[src/rtl/ne16_loop_sequencer_pkg.sv]
// Shared types and constants for the NE16 nested-loop index/offset sequencer.
// Streams and per-loop vectors are packed with element 0 at the LSBs.
package ne16_loop_sequencer_pkg;

  localparam int unsigned NE16_LOOPSEQ_NB_LOOPS   = 4;
  localparam int unsigned NE16_LOOPSEQ_CNT_WIDTH  = 16;
  localparam int unsigned NE16_LOOPSEQ_NB_OFFS    = 4;
  localparam int unsigned NE16_LOOPSEQ_OFFS_WIDTH = 32;

  // Offset stream slots: weights, input features, output features, scale
  localparam int unsigned NE16_LOOPSEQ_OFFS_W = 0;
  localparam int unsigned NE16_LOOPSEQ_OFFS_X = 1;
  localparam int unsigned NE16_LOOPSEQ_OFFS_Y = 2;
  localparam int unsigned NE16_LOOPSEQ_OFFS_S = 3;

  typedef enum logic [1:0] {
    LOOPSEQ_IDLE  = 2'd0,
    LOOPSEQ_VALID = 2'd1,
    LOOPSEQ_DONE  = 2'd2
  } loopseq_state_e;

  typedef struct packed {
    logic enable;
    logic ready;
    logic clear;
  } ctrl_loopseq_t;

  typedef struct packed {
    logic                                                                valid;
    logic                                                                done;
    logic [NE16_LOOPSEQ_NB_LOOPS-1:0][NE16_LOOPSEQ_CNT_WIDTH-1:0]        idx;
    logic [NE16_LOOPSEQ_NB_LOOPS-1:0]                                    idx_update;
    logic [NE16_LOOPSEQ_NB_OFFS-1:0][NE16_LOOPSEQ_OFFS_WIDTH-1:0]        offs;
  } flags_loopseq_t;

endpackage

[src/rtl/ne16_loop_sequencer_counter.sv]
// One nested-loop index register; reports when it sits on its final iteration.
// A zero range behaves like a single-iteration loop.
module ne16_loopseq_counter #(
  parameter int unsigned CNT_WIDTH = 16
) (
  input  logic                 clk_i,
  input  logic                 rst_ni,
  input  logic                 clear_i,
  input  logic                 wrap_i,
  input  logic                 inc_i,
  input  logic [CNT_WIDTH-1:0] range_i,
  output logic [CNT_WIDTH-1:0] idx_o,
  output logic                 last_o
);

  localparam logic [CNT_WIDTH-1:0] CntOne = {{(CNT_WIDTH-1){1'b0}}, 1'b1};

  logic [CNT_WIDTH-1:0] idx_q;
  logic [CNT_WIDTH-1:0] rangeEff;

  always_comb begin
    rangeEff = (range_i == '0) ? CntOne : range_i;
    last_o   = (idx_q >= (rangeEff - CntOne));
  end

  always_ff @(posedge clk_i or negedge rst_ni) begin
    if (!rst_ni) begin
      idx_q <= '0;
    end else if (clear_i || wrap_i) begin
      idx_q <= '0;
    end else if (inc_i) begin
      idx_q <= idx_q + CntOne;
    end
  end

  assign idx_o = idx_q;

endmodule

[src/rtl/ne16_loop_sequencer.sv]
// Direct-configured 4-level loop sequencer: steps nested indices on each
// accepted enable/ready request and accumulates per-stream offset jumps.
module ne16_loop_sequencer
  import ne16_loop_sequencer_pkg::*;
#(
  parameter int unsigned NB_LOOPS   = 4,
  parameter int unsigned CNT_WIDTH  = 16,
  parameter int unsigned NB_OFFS    = 4,
  parameter int unsigned OFFS_WIDTH = 32
) (
  input  logic                                   clk_i,
  input  logic                                   rst_ni,
  input  logic                                   clear_i,
  input  logic                                   enable_i,
  input  logic                                   ready_i,
  input  logic [NB_LOOPS*CNT_WIDTH-1:0]          range_i,
  input  logic [NB_LOOPS*NB_OFFS*OFFS_WIDTH-1:0] jump_i,
  output logic                                   valid_o,
  output logic                                   done_o,
  output logic [NB_LOOPS*CNT_WIDTH-1:0]          idx_o,
  output logic [NB_LOOPS-1:0]                    idx_update_o,
  output logic [NB_OFFS*OFFS_WIDTH-1:0]          offs_o
);

  localparam int unsigned JumpRowW = NB_OFFS * OFFS_WIDTH;

  ctrl_loopseq_t                 ctrl;
  loopseq_state_e                state_q;
  logic                          valid_q;
  logic                          done_q;
  logic [NB_LOOPS-1:0]           idxUpdate_q;
  logic [NB_LOOPS-1:0]           idxUpdate_d;
  logic [NB_OFFS*OFFS_WIDTH-1:0] offs_q;
  logic [NB_OFFS*OFFS_WIDTH-1:0] offs_d;

  logic [NB_LOOPS-1:0]           lastVec;
  logic [NB_LOOPS-1:0]           lowerAllLast;
  logic [NB_LOOPS-1:0]           wrapVec;
  logic [NB_LOOPS-1:0]           incVec;
  logic                          terminal;
  logic                          accept;
  logic [JumpRowW-1:0]           jumpSel;

  assign ctrl = '{enable: enable_i, ready: ready_i, clear: clear_i};

  assign accept = (state_q == LOOPSEQ_IDLE) & ctrl.enable & ctrl.ready &
                  ~done_q & ~ctrl.clear;

  // Carry chain: a loop moves only when every inner loop is on its last point
  always_comb begin
    lowerAllLast    = '0;
    lowerAllLast[0] = 1'b1;
    for (int l = 1; l < NB_LOOPS; l++) begin
      lowerAllLast[l] = lowerAllLast[l-1] & lastVec[l-1];
    end
    wrapVec     = lastVec & lowerAllLast;
    incVec      = ~lastVec & lowerAllLast;
    terminal    = &lastVec;
    idxUpdate_d = wrapVec | incVec;
  end

  always_comb begin
    jumpSel = '0;
    for (int l = 0; l < NB_LOOPS; l++) begin
      if (incVec[l]) begin
        jumpSel = jump_i[l*JumpRowW +: JumpRowW];
      end
    end
  end

  always_comb begin
    offs_d = '0;
    for (int o = 0; o < NB_OFFS; o++) begin
      offs_d[o*OFFS_WIDTH +: OFFS_WIDTH] = terminal ? '0 :
          offs_q[o*OFFS_WIDTH +: OFFS_WIDTH] + jumpSel[o*OFFS_WIDTH +: OFFS_WIDTH];
    end
  end

  for (genvar l = 0; l < NB_LOOPS; l++) begin : gen_loop
    ne16_loopseq_counter #(
      .CNT_WIDTH (CNT_WIDTH)
    ) u_counter (
      .clk_i   (clk_i),
      .rst_ni  (rst_ni),
      .clear_i (clear_i),
      .wrap_i  (accept & wrapVec[l]),
      .inc_i   (accept & incVec[l]),
      .range_i (range_i[l*CNT_WIDTH +: CNT_WIDTH]),
      .idx_o   (idx_o[l*CNT_WIDTH +: CNT_WIDTH]),
      .last_o  (lastVec[l])
    );
  end

  // VALID always lasts one cycle, so a held enable cannot double-step
  always_ff @(posedge clk_i or negedge rst_ni) begin
    if (!rst_ni) begin
      state_q     <= LOOPSEQ_IDLE;
      valid_q     <= 1'b0;
      done_q      <= 1'b0;
      idxUpdate_q <= '0;
      offs_q      <= '0;
    end else if (ctrl.clear) begin
      state_q     <= LOOPSEQ_IDLE;
      valid_q     <= 1'b0;
      done_q      <= 1'b0;
      idxUpdate_q <= '0;
      offs_q      <= '0;
    end else begin
      case (state_q)
        LOOPSEQ_IDLE: begin
          if (accept) begin
            state_q     <= LOOPSEQ_VALID;
            valid_q     <= 1'b1;
            done_q      <= terminal;
            idxUpdate_q <= idxUpdate_d;
            offs_q      <= offs_d;
          end
        end
        LOOPSEQ_VALID: begin
          valid_q <= 1'b0;
          state_q <= done_q ? LOOPSEQ_DONE : LOOPSEQ_IDLE;
        end
        LOOPSEQ_DONE: begin
          valid_q <= 1'b0;
        end
        default: begin
          state_q <= LOOPSEQ_IDLE;
          valid_q <= 1'b0;
        end
      endcase
    end
  end

  assign valid_o      = valid_q;
  assign done_o       = done_q;
  assign idx_update_o = idxUpdate_q;
  assign offs_o       = offs_q;

endmodule

[config.mk]
export PLATFORM = sky130hd
export DESIGN_NAME = ne16_loop_sequencer
export DESIGN_NICKNAME = d
export VERILOG_FILES = /design/src/rtl/ne16_loop_sequencer_pkg.sv /design/src/rtl/ne16_loop_sequencer_counter.sv /design/src/rtl/ne16_loop_sequencer.sv
export SDC_FILE = /design/constraint.sdc
export NUM_CORES = 1
export LEC_CHECK = 0
export ABC_CLOCK_PERIOD_IN_PS = 6070
export BUFFER_PORTS_ARGS = -buffer_cell sky130_fd_sc_hd__buf_2
export CORE_AREA = 4 4 304 306
export CTS_BUF_LIST = sky130_fd_sc_hd__clkbuf_8
export CTS_CLUSTER_SIZE = 10
export DETAILED_ROUTE_END_ITERATION = 7
export DIE_AREA = 0 0 308 310
export HOLD_SLACK_MARGIN = 0.06
export PLACE_DENSITY_LB_ADDON = 0.12
export SLEW_MARGIN = 20
export SYNTH_ARGS = -nofsm -noshare
export SYNTH_HDL_FRONTEND = slang
export SYNTH_SLANG_ARGS = --single-unit
[constraint.sdc]
create_clock -name clk_i -period 6.07 [get_ports clk_i]
set_input_delay 0.3035 -clock clk_i [delete_from_list [all_inputs] [get_ports clk_i]]
set_output_delay 0.3035 -clock clk_i [all_outputs]
set_load 0.05 [all_outputs]
==> results of run 1 <==
state kept, by name (all words and copies together), names as in the netlist:
name                      flops
idx_update_o                  4
done_o                        1
valid_o                       1
state_q                       2
gen_loop.u_counter.idx_o     64
offs_o                      128
stage by stage:
| stage | setup TNS, ns | power (mW) |
|---|---|---|
| after global placement | -107.89 | 3.41 |
| after detailed placement | -108.25 | 3.40 |
| after floorplan | -26.45 | 2.43 |
| after CTS | -8.02 | 4.47 |
| after global routing | -36.43 | 4.80 |
| final | -17.93 | 4.51 |
worst max-delay path: cells and delay by family:
family / cells / cell delay [ns]
adder cells (fa/ha/maj): 3 / 0.70
AND/OR/NAND/NOR: 13 / 2.42
buffers and inverters: 5 / 0.77
multiplexers: 1 / 0.14
XOR/XNOR: 1 / 0.13
AO/OA/AOI/OAI: 12 / 2.71
metal layers:
layer / track usage, % / up-vias / routed length [um]
met5: 0 / - / 16
met4: 5.98 / 4 / 2970
met3: 4.25 / 99 / 5920
met2: 40.6 / 712 / 57000
met1: 28.5 / 11800 / 49200
li1: - / 11900 / -
cell usage in the layout, fill, tap and decap left out, drive strengths merged, types with 16 or more instances in the layout:
| cell type | n |
|---|---|
| nand3 | 172 |
| a221o | 127 |
| buf | 1466 |
| nand2 | 358 |
| dfrtp | 200 |
| xor2 | 113 |
| a211oi | 18 |
| nor3 | 31 |
| nor2 | 134 |
| or3 | 22 |
| clkbuf | 20 |
| nor4 | 17 |
| and3 | 29 |
| ha | 230 |
| inv | 57 |
| a21o | 56 |
| a21oi | 254 |
| nand4 | 34 |
| nand2b | 16 |
| xnor2 | 92 |
| o21ai | 181 |
timing repair:
action / in CTS / in global routing
setup endpoints to repair: 90 / 93
hold endpoints to repair: 53 / 0
cloned: 8 / 3
hold buffers: 3 / 0
pin swaps: 107 / 201
setup buffers: 68 / 56
resized for setup: 226 / 213
worst min-delay path by stage:
stage / start / end / slack, ns
final: rst_ni / gen_loop[2].u_counter.idx_o[15] / 0.18
after detailed placement: rst_ni / gen_loop[2].u_counter.idx_o[10] / 0.21
after global routing: clear_i / idx_update_o[0] / 0.14
after CTS: clear_i / idx_update_o[1] / 0.11
after global placement: rst_ni / gen_loop[2].u_counter.idx_o[6] / 0.21
after floorplan: rst_ni / done_o / 0.008
power groups by stage:
| stage | combinational [mW] | sequential, mW | clock, mW |
|---|---|---|---|
| 6_report | 2.10 | 1.47 | 0.940 |
| 5_1_grt | 2.27 | 1.48 | 1.04 |
| 4_1_cts | 2.00 | 1.47 | 1.00 |
| 3_5_place_dp | 1.91 | 1.49 | 0 |
| 3_3_place_gp | 1.91 | 1.49 | 0 |
| 2_1_floorplan | 0.728 | 1.70 | 0 |
layout make-up:
class	count	area, um^2
clock buffers	17	234
well taps	1176	1470
clock inverters	14	138
repair buffers	1473	9940
multi-input cells	2101	16000
diodes	7	17.5
fillers	9424	56600
inverters	50	190
flip-flops and latches	200	5000
kinds of logic after synthesis:
kind of cell | share of synthesized area [%]
mux | 0.209
simple gates | 20.7
flops | 25.4
xor+xnor | 9.10
fa+ha+maj | 15.0
buf+inv | 3.42
compound gates | 26.2
==> summary.md, run 1 <==
| Metric | Value |
|---|---|
| Clock Sinks | `200` |
| RSZ-0062 raised after global routing | `true` |
| Period utilization | `110%` |
| Failing checks | `setup timing` |
| CP arrival | `7.20 ns` |
| Flop pwr share | `32.7%` |
| Crit-path max cell delay | `~0.44 ns` |
| # setup viols final | `71` |
| Initial core utilization | `between 20% and 30%` |
| Critical path capture point type | `flip-flop` |
| Detailed-route via count | `24,500` |
| Final Cell Area | `33,000 um^2` |
| IO Pins | `779` |
| Num rows | `110` |
| Insertion delay to the later sink of the worst-skew pair | `between 0.6 and 0.7 ns` |
| Die height | `310 um` |
| CTS Buffer Depth | `2` |
| Slowest CP cell | `or4_4` |
| Most instantiated cells after synthesis | `358 x nand2_1, 254 x a21oi_1, 230 x ha_1` |
| Fin crit period | `6.68 ns` |
| Max_cap viols | `0` |
| NumNets Final | `4,658` |
| Worst-path clk slew | `0.12 ns` |
| Peak Freq | `150 MHz` |
| Layout Cells excl Fill | `5,038` |
| Hold Vio Cnt, Final | `0` |
| Post-route ant nets | `0` |
| CP max FO | `6` |
| Required time of the critical path | `6.59 ns` |
| Sequential share of the synthesized area | `25.4%` |
| Post-Place Worst Slack | `-1.48 ns` |
| Worst Setup EP | `offs_o[127]` |
| DRT Pass-1 Iters | `5` |
| Initial antenna violation count | `11` |
| Final worst setup slack | `-0.613 ns` |
| Iteration-0 DRC Markers | `1,228` |
| Layout cell share with drive strength beyond 1 | `roughly 47%` |
| Avg Inst Size Synth | `about 8 um^2` |
| Number of synthesized flops with an enable pin | `0` |
| WL/cell | `between 20 and 25 um` |
| Top cells by area, synth | `dfrtp_1 25%, ha_1 15%, nand2_1 6.8%` |
| Synthesized cell area | `slightly below 20,000 um^2` |
| Largest net degree at the start of global routing | `110` |
| Dominant cell type by area after synthesis | `dfrtp_1` |
| Combinational share of power | `46.5%` |
| Top_reg_cell synth | `dfrtp_1` |
| Pint | `2.65 mW` |
| Hold Crit Class | `in2async` |
| Crit start category | `primary input` |
| Clk root buf | `clkbuf_8` |
| Critical Path Source | `range_i[38]` |
| Global route total overflow | `0` |
| Vias in the first global route | `24,500` |
| P_sw | `1.86 mW` |
| H-tree lvl count | `4` |
| Final core occ | `roughly 37%` |
| Worst r2r dst | `offs_o[127]` |
| Synth Register Bits | `200` |
| Leakage power figure | `16.6 nW` |
| Port Buf Inserts | `778` |
| Die ar. | `95,500 um^2` |
| Mapped Cells | `2,475` |
| Synth warn | `0` |
| Total track usage | `22.8%` |
| Outcome | `finished, violations left` |
| Worst r2r src | `gen_loop[1].u_counter.idx_o[0]` |
| First-pass GRT wire length | `between 150 and 200 mm` |
| PwrDens | `137 nW/um^2` |
| Yosys top cell area share | `25.4%` |
| DR DRC count | `0` |
| Placed cell count | `4,875` |
| Core area | `about 90,000 um^2` |
| Post-synth net total | `3,290` |
| Yosys cell types | `74` |
| Switch share | `41.3%` |
| Area Growth Syn to Fin | `67.4%` |
| Worst Hold Margin | `approximately 0.18 ns` |
| Most common cell in the synthesized netlist | `nand2_1` |
| RD Place Congestion | `0.927` |
| WL final | `~120 mm` |
| FFs w/ async S/R, synth | `100%` |
| Vias per Instance | `4.86` |
| Crit Path Category | `in2reg` |
| Cells on worst reg2reg path | `26` |
| Max VDD drop | `0.160 mV` |
| Area post-placement | `29,600 um^2` |
| CTS tree | `built` |
| Max-slew violation count | `0` |
| Dpl hpwl | `slightly above 90 mm` |
| Worst-Margin Slew | `between 1 and 1.5 ns` |
| Worst clock skew | `approximately 0.038 ns` |
| Reg-to-reg setup timing slack | `around 0.45 ns` |
| Relative slew slack | `27.5%` |
| Clock power share | `20.8%` |
| CTS Buf Count | `17` |
| DIE WIDTH | `308 um` |
Power figures use the tool's default switching activity.
==> run 2, diff against run 1 <==
- CORE_AREA: 4 4 304 306 -> 4 4 303 305
- DIE_AREA: 0 0 308 310 -> 0 0 307 309
- TNS_END_PERCENT: default -> 1
==> run 2 against run 1 <==
  * Worst hold slack got worse by 0.012 ns
  * Flip-flop and latch count unchanged
  * Via count decreased by 2.4%
  * Maximum frequency decreased by 1.8%
  * The run still ends with setup timing left
  * Clock skew decreased by 0.011 ns
  * Die area decreased by 0.65%
  * Sequential power about the same
  * First-iteration DRC count increased by 5.9%
==> summary.md, run 2 (same netlist as run 1, synthesis figures left out) <==
| Metric | Value |
|---|---|
| Max_cap viols | `0` |
| Hold_sp | `clear_i` |
| NumNets Final | `4,567` |
| Worst min-delay path endpoint | `idx_update_o[1]` |
| Worst-Margin Slew | `0.987 ns` |
| DRT Pass-1 Iters | `5` |
| Hold Crit Class | `in2reg` |
| IO Pins | `779` |
| Relative slew slack | `between 30% and 40%` |
| Crit-path max cell delay | `0.46 ns` |
| Vias in the first global route | `24,100` |
| Final worst setup slack | `-0.733 ns` |
| Worst-path clk slew | `0.11 ns` |
| Global route total overflow | `0` |
| Post-Place Worst Slack | `-1.70 ns` |
| Slowest CP cell | `a221o_2` |
| Die ar. | `94,900 um^2` |
| RSZ-0062 raised after global routing | `true` |
| Cells on worst reg2reg path | `23` |
| Final core occ | `34.7%` |
| CP max FO | `7` |
| Core area | `89,300 um^2` |
| Fin crit period | `6.80 ns` |
| Clk root buf | `clkbuf_8` |
| Required time of the critical path | `6.52 ns` |
| PwrDens | `between 100 and 150 nW/um^2` |
| Max-slew violation count | `0` |
| RD Place Congestion | `0.911` |
| CP dominant cell by count | `buf_4` |
| First-pass GRT wire length | `156 mm` |
| Vias per Instance | `between 4 and 5` |
| Hold Path Cell Cnt | `2` |
| Area Growth Syn to Fin | `57.1%` |
| Peak Freq | `roughly 150 MHz` |
| Iteration-0 DRC Markers | `1,301` |
| Layout cell share with drive strength beyond 1 | `42.4%` |
| Largest net degree at the start of global routing | `105` |
| DR DRC count | `0` |
| Die height | `309 um` |
| # setup viols final | `between 70 and 80` |
| WL/cell | `21.9 um` |
| Dpl hpwl | `89.9 mm` |
| Crit Path Category | `in2reg` |
| Largest register FFs | `128` |
| CP arrival | `a little over 7 ns` |
| Detailed-route via count | `23,900` |
| Commonest cells after routing, fill and taps aside | `777 x buf_2, 567 x buf_4, 347 x nand2_1, 224 x a21oi_1, 200 x dfrtp_1` |
| Worst r2r dst | `offs_o[31]` |
| Reg-to-reg setup timing slack | `0.40 ns` |
| Post-route ant nets | `0` |
| Hold Vio Cnt, Final | `0` |
| WL final | `between 100 and 150 mm` |
| Worst clock skew | `0.0271 ns` |
| Setup TNS | `-21.00 ns` |
| Leakage power figure | `15.8 nW` |
| Period utilization | `112%` |
| Total Power | `4.32 mW` |
| WP buf/inv | `11` |
| Top Family by Delay on Critical Path | `compound AO/OA/AOI/OAI gates` |
| Initial core utilization | `22.1%` |
| Commonest non-fill, non-tap cell in the layout | `buf_2` |
| Crit start category | `primary input` |
| CTS Buffer Depth | `2` |
| Outcome | `finished, violations left` |
| H-tree lvl count | `4` |
| Port Buf Inserts | `778` |
| DIE WIDTH | `307 um` |
| Failing checks | `setup timing` |
| Total track usage | `a little over a fifth` |
| CTS Buf Count | `17` |
| Num rows | `between 100 and 150` |
| Clock Sinks | `200` |
| Initial antenna violation count | `7` |
| Max VDD drop | `0.129 mV` |
| Insertion delay to the later sink of the worst-skew pair | `0.57 ns` |
| Critical path capture point type | `flip-flop` |
| Worst r2r src | `gen_loop[2].u_counter.idx_o[7]` |
| CTS tree | `built` |
==> run 2: cell types whose count changed in the layout (fill, tap and decap cells not counted), moves of 11 or more <==
cell / delta
a21oi_1: +24
o21ai_2: -13
buf_4: -43
buf_6: -31
xnor2_1: +12
o21ai_0: +67
nor2_1: +11
o21ai_1: -50
a21oi_2: -15
==> run 2: area by class of cell <==
cell class                      count  area [um^2]
Fill cell                        9644        58300
Antenna cell                        5         12.5
Timing Repair Buffer             1382         8860
Clock buffer                       17          234
Sequential cell                   200         5000
Tap cell                         1176         1470
Multi-Input combinational cell   2101        15100
Clock inverter                     14          118
Inverter                           50          188
==> run 2: what timing repair did <==
item / 4_1_cts / 5_1_grt
hold endpoints to repair: 104 / 0
gates cloned: 2 / 1
pin swaps: 72 / 22
buffers inserted: 24 / 2
gates resized for setup: 131 / 75
hold buffers: 3 / 0
setup endpoints to repair: 93 / 97
==> run 2: how the worst max path moves through the flow <==
stage | startpoint | endpoint | slack (ns) | cells past startpoint
5_1_grt | range_i[37] | offs_o[31] | -0.94 | 34
2_1_floorplan | range_i[37] | offs_o[31] | -0.81 | 33
6_report | range_i[37] | offs_o[31] | -0.73 | 37
3_5_place_dp | range_i[37] | offs_o[63] | -1.70 | 34
3_3_place_gp | range_i[23] | offs_o[63] | -1.59 | 34
4_1_cts | range_i[37] | offs_o[63] | -0.57 | 34
==> run 2: per-stage QoR <==
step | hold slack, ns | instance area, um^2 | instances
2_1_floorplan | 0.00791 | 19900 | 2475
3_5_place_dp | 0.446 | 29400 | 4878
4_1_cts | 0.0958 | 30600 | 4938
3_3_place_gp | 0.436 | 29400 | 4878
6_report | 0.166 | 31000 | 4945
5_1_grt | 0.135 | 31000 | 4942
==> run 2: where the power goes <==
part           internal (mW)  leakage [nW]  total, mW  switching (mW)
logic                  0.868          12.9       1.94            1.07
registers               1.40          2.75       1.47          0.0785
clock network          0.292         0.171      0.907           0.615
total                   2.56          15.8       4.32            1.76
==> run 2: layer usage <==
layer | routed length (um) | track usage, %
met1 | 47600 | 27.9
met2 | 52600 | 38.3
met4 | 1900 | 4.71
met3 | 5980 | 4.01
met5 | 27 | 0
==> run 3, diff against run 2 <==
- ABC_AREA: default -> 1
- CORE_AREA: 4 4 303 305 -> 4 4 301 303
- DIE_AREA: 0 0 307 309 -> 0 0 305 307
==> run 3 against run 2 <==
  * The run now ends clean
  * Clock skew fell by 0.0062 ns
  * Total power is 1.6% lower
  * Largest cell class unchanged
  * Die area fell by 1.3%
  * Clock-buffer cell count did not move
  * Critical path depth up 1
  * Synthesized cell count up 25%
  * Cell area shrank 11%
  * Register-to-register slack improved by 0.97 ns
  * Critical path type unchanged
  * Non-clock buffer count is 451 lower
==> summary.md, run 3 <==
| Metric | Value |
|---|---|
| Outcome | `complete, no violations` |
| Max_cap viols | `0` |
| Period utilization | `90.4%` |
| # setup viols final | `0` |
| Critical path capture point type | `flip-flop` |
| Core area | `a little under 90,000 um^2` |
| Worst-Margin Slew | `1.13 ns` |
| Required time of the critical path | `6.55 ns` |
| Area Growth Syn to Fin | `31.1%` |
| Top_reg_cell synth | `dfrtp_1` |
| Hold Path Cell Cnt | `3` |
| CP arrival | `5.97 ns` |
| Setup TNS | `0 ns` |
| Largest register FFs | `approximately 130` |
| Synthesized cell area | `21,100 um^2` |
| Most common cell in the synthesized netlist | `nand2_1` |
| Synth warn | `0` |
| RD Place Congestion | `0.924` |
| Worst Hold Margin | `0.127 ns` |
| WP buf/inv | `3` |
| Commonest non-fill, non-tap cell in the layout | `nand2_1` |
| Number of synthesized flops with an enable pin | `0` |
| Initial core utilization | `24.0%` |
| Clock Sinks | `200` |
| Yosys cell types | `54` |
| Global route total overflow | `0` |
| Layout cell share with drive strength beyond 1 | `roughly a quarter` |
| CP max FO | `30` |
| Commonest cells after routing, fill and taps aside | `816 x nand2_1, 777 x buf_2, 255 x nor2_1, 250 x inv_1, 247 x nand3_1` |
| Final core occ | `31.5%` |
| Worst-path clk slew | `0.13 ns` |
| Max-slew violation count | `0` |
| Iteration-0 DRC Markers | `1,756` |
| FFs w/ async S/R, synth | `100%` |
| Most instantiated cells after synthesis | `816 x nand2_1, 256 x nor2_1, 251 x inv_1` |
| Top cells by area, synth | `dfrtp_1 24%, nand2_1 15%, ha_1 14%` |
| Crit start category | `primary input` |
| Post-route ant nets | `0` |
| Insertion delay to the later sink of the worst-skew pair | `0.58 ns` |
| Post-CTS Resized | `0` |
| Hold Vio Cnt, Final | `0` |
| Worst min-delay path endpoint | `state_q[0]` |
| Initial antenna violation count | `4` |
| Largest net degree at the start of global routing | `around 130` |
| Port Buf Inserts | `between 700 and 800` |
| DRT Pass-1 Iters | `6` |
| Hold Buf Count CTS | `3` |
| WP depth | `38` |
| Cells on worst reg2reg path | `25` |
| Worst r2r dst | `offs_o[63]` |
| Max VDD drop | `0.161 mV` |
| Crit Path Category | `in2reg` |
| Die ar. | `93,600 um^2` |
| Peak Freq | `182 MHz` |
| CTS Buffer Depth | `2` |
| PwrDens | `between 150 and 200 nW/um^2` |
| Total Power | `4.25 mW` |
| Layout Cells excl Fill | `between 5,000 and 6,000` |
| Reg-to-reg setup timing slack | `1.37 ns` |
| DIE WIDTH | `about 310 um` |
| Hold_sp | `enable_i` |
| CTS tree | `built` |
| Clk root buf | `clkbuf_8` |
| Fillers | `around 10,000` |
| Vias per Instance | `roughly 4.7` |
| Worst clock skew | `0.0209 ns` |
| Num rows | `109` |
| Post-synth net total | `3,914` |
| Worst r2r src | `gen_loop[2].u_counter.idx_o[11]` |
| Placed cell count | `5,099` |
| Slowest CP cell | `ha_1` |
| Crit-path max cell delay | `0.43 ns` |
| Avg Inst Size Synth | `6.81 um^2` |
| Total track usage | `between 20% and 30%` |
| H-tree lvl count | `4` |
| CP dominant cell by count | `nand2_1` |
| Top Family by Delay on Critical Path | `simple AND/OR/NAND/NOR gates` |
| Synth Register Bits | `200` |
| Hold Crit Class | `in2reg` |
| WL/cell | `20.7 um` |
| First-pass GRT wire length | `155 mm` |
| Relative slew slack | `24.9%` |
| CTS Buf Count | `17` |
| WL final | `106 mm` |
| DR DRC count | `0` |
| Fin crit period | `5.49 ns` |
| Setup Fix Bufs, Post-CTS | `0` |
| Dominant cell type by area after synthesis | `dfrtp_1` |
| Yosys top cell area share | `23.7%` |
| Detailed-route via count | `24,400` |
| NumNets Final | `4,771` |
| Sequential share of the synthesized area | `23.7%` |
| Vias in the first global route | `24,500` |
| IO Pins | `roughly 780` |
| Mapped Cells | `3,099` |
| Leakage power figure | `around 14 nW` |
| Die height | `roughly 310 um` |
| Dpl hpwl | `90.3 mm` |
| RSZ-0062 raised after global routing | `false` |
## run 3: logic make-up (layout without fill, tap and decap cells)
kind of cell             Yosys count  in the layout  share of synthesized area (%)
AO/OA/AOI/OAI                    674            674                           18.6
XOR/XNOR                         151            151                           6.27
flip-flops                       200            200                           23.7
other                              0              3                              0
AND/OR/NAND/NOR                 1490           1490                           30.1
buffers and inverters            350           1220                           7.26
adder cells (fa/ha/maj)          234            234                           14.0
## run 3: tightest hold or removal path: cells and delay by family
family / cells / cell delay (ns)
and+or+nand+nor: 2 / 0.24
buffers and inverters: 1 / 0.10
## run 3: worst max path at each step
stage,startpoint,to,slack (ns)
final,range_i[37],offs_o[63],0.58
after global placement,range_i[2],offs_o[30],-0.09
after floorplan,range_i[6],offs_o[58],0.99
after detailed placement,range_i[37],offs_o[63],-0.11
after CTS,range_i[37],offs_o[63],0.55
after global routing,range_i[37],offs_o[63],0.03
## run 3: per-layer routing
metal	track usage, %	part of all wire, %	wire, um	up-vias
met5	0	0	0	-
met4	6.36	2.7	2830	0
met3	3.77	5.4	5710	87
met2	37.2	47	50500	722
met1	28.4	44	47300	11300
li1	-	-	-	12300
## run 3: power breakdown
part	internal (mW)	switching (mW)	total, mW
logic	0.622	1.16	1.79
clock network	0.341	0.634	0.975
registers	1.40	0.0848	1.49
## run 3: layout make-up
cell class	count	area, um^2	share of cell area [%]
multi-input cells	2549	14600	52.7
repair buffers	931	5250	19.0
flip-flops and latches	200	5000	18.1
well taps	1165	1460	5.27
inverters	257	977	3.53
clock buffers	17	234	0.846
clock inverters	15	165	0.597
diodes	3	7.51	0.0271
## run 3: metrics by stage
stage,setup WS (ns),area [um^2]
floorplan,0.986,21100
global placement,-0.0862,27200
detailed placement,-0.115,27200
CTS,0.550,27700
global route,0.0334,27700
finish,0.584,27700
